[config.mk]
export PLATFORM = sky130hd
export DESIGN_NAME = sap_wbus_reg
export DESIGN_NICKNAME = d
export VERILOG_FILES = /design/src/rtl/sap_wbus_reg.sv
export SDC_FILE = /design/constraint.sdc
export NUM_CORES = 1
export LEC_CHECK = 0
export ABC_AREA = 0
export CAP_MARGIN = 15
export CORE_MARGIN = 2
export CORE_UTILIZATION = 35
export DETAILED_ROUTE_END_ITERATION = 7
export PLACE_DENSITY = 0.76
export SYNTH_ARGS = -nofsm -noshare
export SYNTH_HDL_FRONTEND = slang
export SYNTH_SLANG_ARGS = --single-unit
[constraint.sdc]
create_clock -name clk_i -period 1.4 [get_ports clk_i]
set_clock_uncertainty 0.2 [all_clocks]
set_input_delay 0.28 -clock clk_i [delete_from_list [all_inputs] [get_ports clk_i]]
set_output_delay 0.28 -clock clk_i [all_outputs]
set_load 0.02 [all_outputs]
[src/rtl/sap_wbus_reg.sv]
// Registered SAP W-bus: priority pick of one-hot drivers, narrow-source
// zero-extension, idle hold/zero, conflict flagging and a transfer counter.
module sap_wbus_reg #(
    parameter int DATA_W    = 8,
    parameter int ADDR_W    = 4,
    parameter int NSRC      = 5,
    parameter bit HOLD_LAST = 1'b0,
    parameter int CNT_W     = 16,
    localparam int SRC_W    = (NSRC > 1) ? $clog2(NSRC) : 1
) (
    input  logic                   clk_i,
    input  logic                   rst_i,
    input  logic [NSRC*DATA_W-1:0] src_data_i,
    input  logic [NSRC-1:0]        src_en_i,
    input  logic [NSRC-1:0]        src_narrow_i,
    input  logic                   err_clr_i,
    output logic [DATA_W-1:0]      bus_out_o,
    output logic [ADDR_W-1:0]      mar_out_o,
    output logic                   bus_valid_o,
    output logic [SRC_W-1:0]       bus_src_o,
    output logic                   conflict_o,
    output logic                   err_sticky_o,
    output logic [CNT_W-1:0]       xfer_cnt_o
);

    logic [DATA_W-1:0] bus_q, bus_d;
    logic              valid_q, valid_d;
    logic [SRC_W-1:0]  src_q, src_d;
    logic              conf_q, conf_d;
    logic              err_q, err_d;
    logic [CNT_W-1:0]  cnt_q, cnt_d;

    logic [DATA_W-1:0] word;
    logic [SRC_W-1:0]  sel;
    logic              sel_narrow;
    logic              any_en;
    logic              multi_en;

    // Descending scan so the lowest set index wins.
    always_comb begin
        word       = '0;
        sel        = '0;
        sel_narrow = 1'b0;
        for (int i = NSRC - 1; i >= 0; i--) begin
            if (src_en_i[i]) begin
                word       = src_data_i[i*DATA_W +: DATA_W];
                sel        = SRC_W'(i);
                sel_narrow = src_narrow_i[i];
            end
        end
        if (sel_narrow) begin
            for (int b = ADDR_W; b < DATA_W; b++) begin
                word[b] = 1'b0;
            end
        end
    end

    assign any_en   = |src_en_i;
    assign multi_en = |(src_en_i & (src_en_i - NSRC'(1)));

    always_comb begin
        bus_d   = HOLD_LAST ? bus_q : '0;
        valid_d = 1'b0;
        src_d   = src_q;
        cnt_d   = cnt_q;
        conf_d  = multi_en;
        err_d   = err_q;
        if (any_en) begin
            bus_d   = word;
            valid_d = 1'b1;
            src_d   = sel;
            cnt_d   = cnt_q + CNT_W'(1);
        end
        if (multi_en) begin
            err_d = 1'b1;
        end else if (err_clr_i) begin
            err_d = 1'b0;
        end
    end

    always_ff @(posedge clk_i or posedge rst_i) begin
        if (rst_i) begin
            bus_q   <= '0;
            valid_q <= 1'b0;
            src_q   <= '0;
            conf_q  <= 1'b0;
            err_q   <= 1'b0;
            cnt_q   <= '0;
        end else begin
            bus_q   <= bus_d;
            valid_q <= valid_d;
            src_q   <= src_d;
            conf_q  <= conf_d;
            err_q   <= err_d;
            cnt_q   <= cnt_d;
        end
    end

    assign bus_out_o    = bus_q;
    assign mar_out_o    = bus_q[ADDR_W-1:0];
    assign bus_valid_o  = valid_q;
    assign bus_src_o    = src_q;
    assign conflict_o   = conf_q;
    assign err_sticky_o = err_q;
    assign xfer_cnt_o   = cnt_q;

endmodule

# Yosys cells after proc, flatten, opt, wreduce, memory -nomap -nowiden
# Cells that the tools add are included.
# totals
register_bits	30
input_bits	53
out_inout_bits	34
word_cells	32
# classes
add_sub_neg	2
n_mux	20
n_bitwise	1
reduce_logical	3
# ops
cell	n
two-way mux 8 bit	6
adder 16 x 1 -> 16 bit, second input constant	1
two-way mux 3 bit	5
OR reduction 5 bit	2
two-way mux 1 bit	8
AND 5 bit	1
subtractor 5 x 1 -> 5 bit, second input constant	1
two-way mux 4 bit	1
nonzero test 2 bit	1

# Depth between registers and ports, before layout
# depth
depth_word	7
ltp_mapped	6
ltp_nobuf	5

# Least setup slack after synthesis
# Ideal clock, no wire load.
# synth_path
path_kind	reg-to-reg
from	reg cnt_q[0] (netlist: xfer_cnt_o[0])
to	reg cnt_q[14] (netlist: xfer_cnt_o[14])
setup_time_ns	0.080
t_arrival_ns	1.433
required_ns	1.120
slack_ns	-0.312
stages_incl_launch_ff	6
path_buffers	0
synth_period_minus_slack_ns	1.712
path_cell_list	dfrtp_1 > ha_1 > nand2_1 > a211o_1 > and3b_1 > xor2_1
# synth_via
elab_chain_len	1
# synth_lines
item	line_no	rtl
start, declared	31	logic [CNT_W-1:0] cnt_q, cnt_d;
start signal, assigned	95	cnt_q <= cnt_d;
adder 16 x 1 -> 16 bit	72	cnt_d = cnt_q + CNT_W'(1);
# Every way passes these cells.
# A chain may end at the register's enable or synchronous reset.

# Worst setup path in the final report
# layout_path
from	reg cnt_q[0] (netlist: xfer_cnt_o[0])
to	reg cnt_q[10] (netlist: xfer_cnt_o[10])
# Same word-level chain as after synthesis.

==> flow_summary.json <==
{
  "worstSetupStartpointType": "flip-flop",
  "final-max-slew-violation-count": 0,
  "grtUsageMet3_pct": 5.77,
  "ant_nets": 0,
  "drive_above_1_share_pct": 44.8,
  "yosysUniqueCellTypes": 40,
  "relSlewSlack_pct": 79.5,
  "cp.arrival_ns": 1.56,
  "intPower_w": 0.00245,
  "synth_sequential_area_ratio_pct": 47.3,
  "clockPowerShare_pct": 22.8,
  "path_class": "flip-flop to flip-flop",
  "grt.met1_usage_pct": 23.9,
  "finalSetupViolCount": 26,
  "yosys_warnings": 0,
  "cts_buffer_depth": 2,
  "first_iter_violations": 62,
  "diodes": 0,
  "synth_top_area_cell": "dfrtp_1",
  "cts_tree": "yes",
  "clk_latency_ns": 0.28,
  "fmax_mhz": 627,
  "cp_max_fo": 4,
  "crit_slowest_cell": "dfrtp_2",
  "p_sw_w": 0.00125,
  "combPwrFrac_pct": 44.0,
  "hpwl_um": 3810,
  "ctsHtreeMaxLevel": 2,
  "cp_top_family": "flip-flops",
  "drc": 0,
  "finalCritPeriodShare_pct": 114,
  "dp.cells": 326,
  "synth_fp_nets": 211,
  "numCtsBuffers": 5,
  "synth_seq_cells": 30,
  "synthesis.instances": 157,
  "worstMarginPinSlew_ns": 0.304,
  "synth_area_per_cell_um2": 10.1,
  "drt-total-wl_um": 4840,
  "switching_share_pct": 33.8,
  "path_cells": "ha_4 > nand2_2 > a211o_1 > buf_6 > nand2b_4 > xnor2_2",
  "port_buffers": 86,
  "synth.top_cells.by_area": "dfrtp_1 47%, xnor2_1 6.1%, a221oi_1 4.4%, a21oi_1 2.8%, nand2_1 2.6%",
  "clkSinkCount": 30,
  "hp-class": "primary input to async pin",
  "antenna_found_initial": 0,
  "dieArea_um2": 5090,
  "grt_pass1_vias": 1759,
  "die_height_um": 71.4,
  "grt_pass1_wl_um": 8180,
  "die_width_um": 71.4,
  "syn_area_um2": 1590,
  "track_usage_pct": 20.2,
  "peakVddDrop_uv": 559,
  "status": "complete, but fails checks",
  "setup_slack_ns": -0.194,
  "io_pins": 87,
  "critPathBufInv": 1,
  "layout_common_cells": "46 x clkdlybuf4s50_1, 42 x buf_4, 32 x buf_2",
  "cpPeakStageDelay_ns": 0.40,
  "min_period_ns": 1.59,
  "required_ns": 1.37,
  "viasPerCell": 5.01,
  "root_buffer": "clkbuf_8",
  "netlist.area_leader.share_pct": 47.3,
  "hold_buffers": 0,
  "power_density_nw_per_um2": 1260,
  "grt_max_degree": 31,
  "cp-end-kind": "flip-flop",
  "synth_edf_count": 0,
  "rsz0062_at_grt": "yes",
  "power.total_w": 0.00370,
  "dr.pass1.iters": 4,
  "clk_pin_slew_ns": 0.06,
  "fin_nets": 339,
  "final_common_cell": "clkdlybuf4s50_1",
  "hold_viol": 0,
  "busiest_layer": "met2",
  "initial_core_util_pct": 36.5,
  "routedWlPerCell_um": 14.3,
  "final_cells": 338,
  "area_growth_syn_to_layout_pct": 85.0,
  "synthArstFlopShare_pct": 100,
  "num_vias": 1693,
  "leakagePower_nw": 1.34,
  "core_area_um2": 4350,
  "rows": 24,
  "use_met2_pct": 34.9,
  "violations": "setup timing",
  "synth_flop_cell": "dfrtp_1",
  "power_frac_seq_pct": 33.2,
  "grt.overflow.total": 0,
  "cap_violations": 0,
  "routabilityCongestion": 0.806
}
routing by layer:
metal / routed length (um) / vias up
met1: 1920 / 788
met4: 103 / 0
met5: 0 / -
li1: - / 820
met3: 384 / 12
met2: 2430 / 73
cells in the mapped netlist, types with 2 or more instances:
| cell type | count |
|---|---|
| a221o_1 | 4 |
| buf_2 | 3 |
| o21ai_0 | 4 |
| o31ai_1 | 4 |
| a221oi_1 | 8 |
| nor3_1 | 2 |
| xnor2_1 | 11 |
| xor2_1 | 4 |
| nand3_1 | 3 |
| a21oi_1 | 9 |
| inv_1 | 8 |
| nand2_1 | 11 |
| dfrtp_1 | 30 |
| buf_4 | 4 |
| nor2_1 | 8 |
| nand4_1 | 4 |
| o211a_1 | 4 |
| nor4_1 | 5 |
| nor2b_1 | 6 |
| clkbuf_1 | 5 |
layout make-up:
| class | instances | area [um2] |
|---|---|---|
| fillers | 341 | 1420 |
| repair buffers | 133 | 1080 |
| multi-input cells | 106 | 876 |
| flip-flops and latches | 30 | 763 |
| clock buffers | 5 | 68.8 |
| well taps | 52 | 65.1 |
| clock inverters | 3 | 40.0 |
| inverters | 9 | 40.0 |
logic make-up (layout without fill, tap and decap cells):
kind of cell,after synthesis,in the layout,synth area share [%]
adder cells (fa/ha/maj),2,2,1.42
AO/OA/AOI/OAI,41,41,19.6
flip-flops,30,30,47.3
XOR/XNOR,15,15,8.27
buffers and inverters,21,150,6.30
AND/OR/NAND/NOR,48,48,17.1
per-stage QoR:
| step | area (um2) | setup slack (ns) | util [%] | hold WS [ns] | setup TNS (ns) |
|---|---|---|---|---|---|
| final | 2940 | -0.194 | 67.5 | 0.137 | -2.87 |
| after global routing | 2940 | -0.233 | 67.5 | 0.160 | -4.32 |
| after CTS | 2940 | -0.175 | 67.5 | 0.138 | -2.27 |
| after detailed placement | 2870 | -0.785 | 66.0 | 0.306 | -19.82 |
| after global placement | 2870 | -0.683 | 66.0 | 0.302 | -18.33 |
| after floorplan | 1690 | -0.173 | - | 0.170 | -2.16 |
sequential cells by signal, indices dropped and copies added (netlist names):
register      flops
bus_out_o         8
bus_src_o         3
bus_valid_o       1
conflict_o        1
err_sticky_o      1
xfer_cnt_o       16
power groups by stage:
stage	Combinational, W	Sequential [W]	Clock [W]
final	0.00163	0.00123	0.000844
after floorplan	0.000464	0.00149	0
after CTS	0.00154	0.00124	0.000859
after global routing	0.00176	0.00126	0.000900
after global placement	0.00159	0.00125	0
after detailed placement	0.00162	0.00125	0
worst reg2reg max path, stage by stage (launching register included):
cell,delay (ns)
dfrtp_2,0.40
ha_4,0.15
nand2_2,0.04
a211o_1,0.29
buf_6,0.13
nand2b_4,0.14
xnor2_2,0.13
final timing paths:
check	slack (ns)	start	endpoint	cells past startpoint
min in group clk_i	0.21	src_en_i[2]	bus_src_o[2]	3
max in group asynchronous	0.68	rst_i	xfer_cnt_o[3]	3
max	-0.19	xfer_cnt_o[0]	xfer_cnt_o[10]	6
min	0.14	rst_i	xfer_cnt_o[7]	3
max reg2reg	-0.19	xfer_cnt_o[0]	xfer_cnt_o[10]	6
min reg2reg	0.30	bus_src_o[2]	bus_src_o[2]	2
what timing repair did:
action	in CTS	in global routing
endpoints found under the setup margin	64	36
pin swaps	13	7
resized for setup	147	21
setup buffers	2	3
Power figures use the tool's default switching activity.
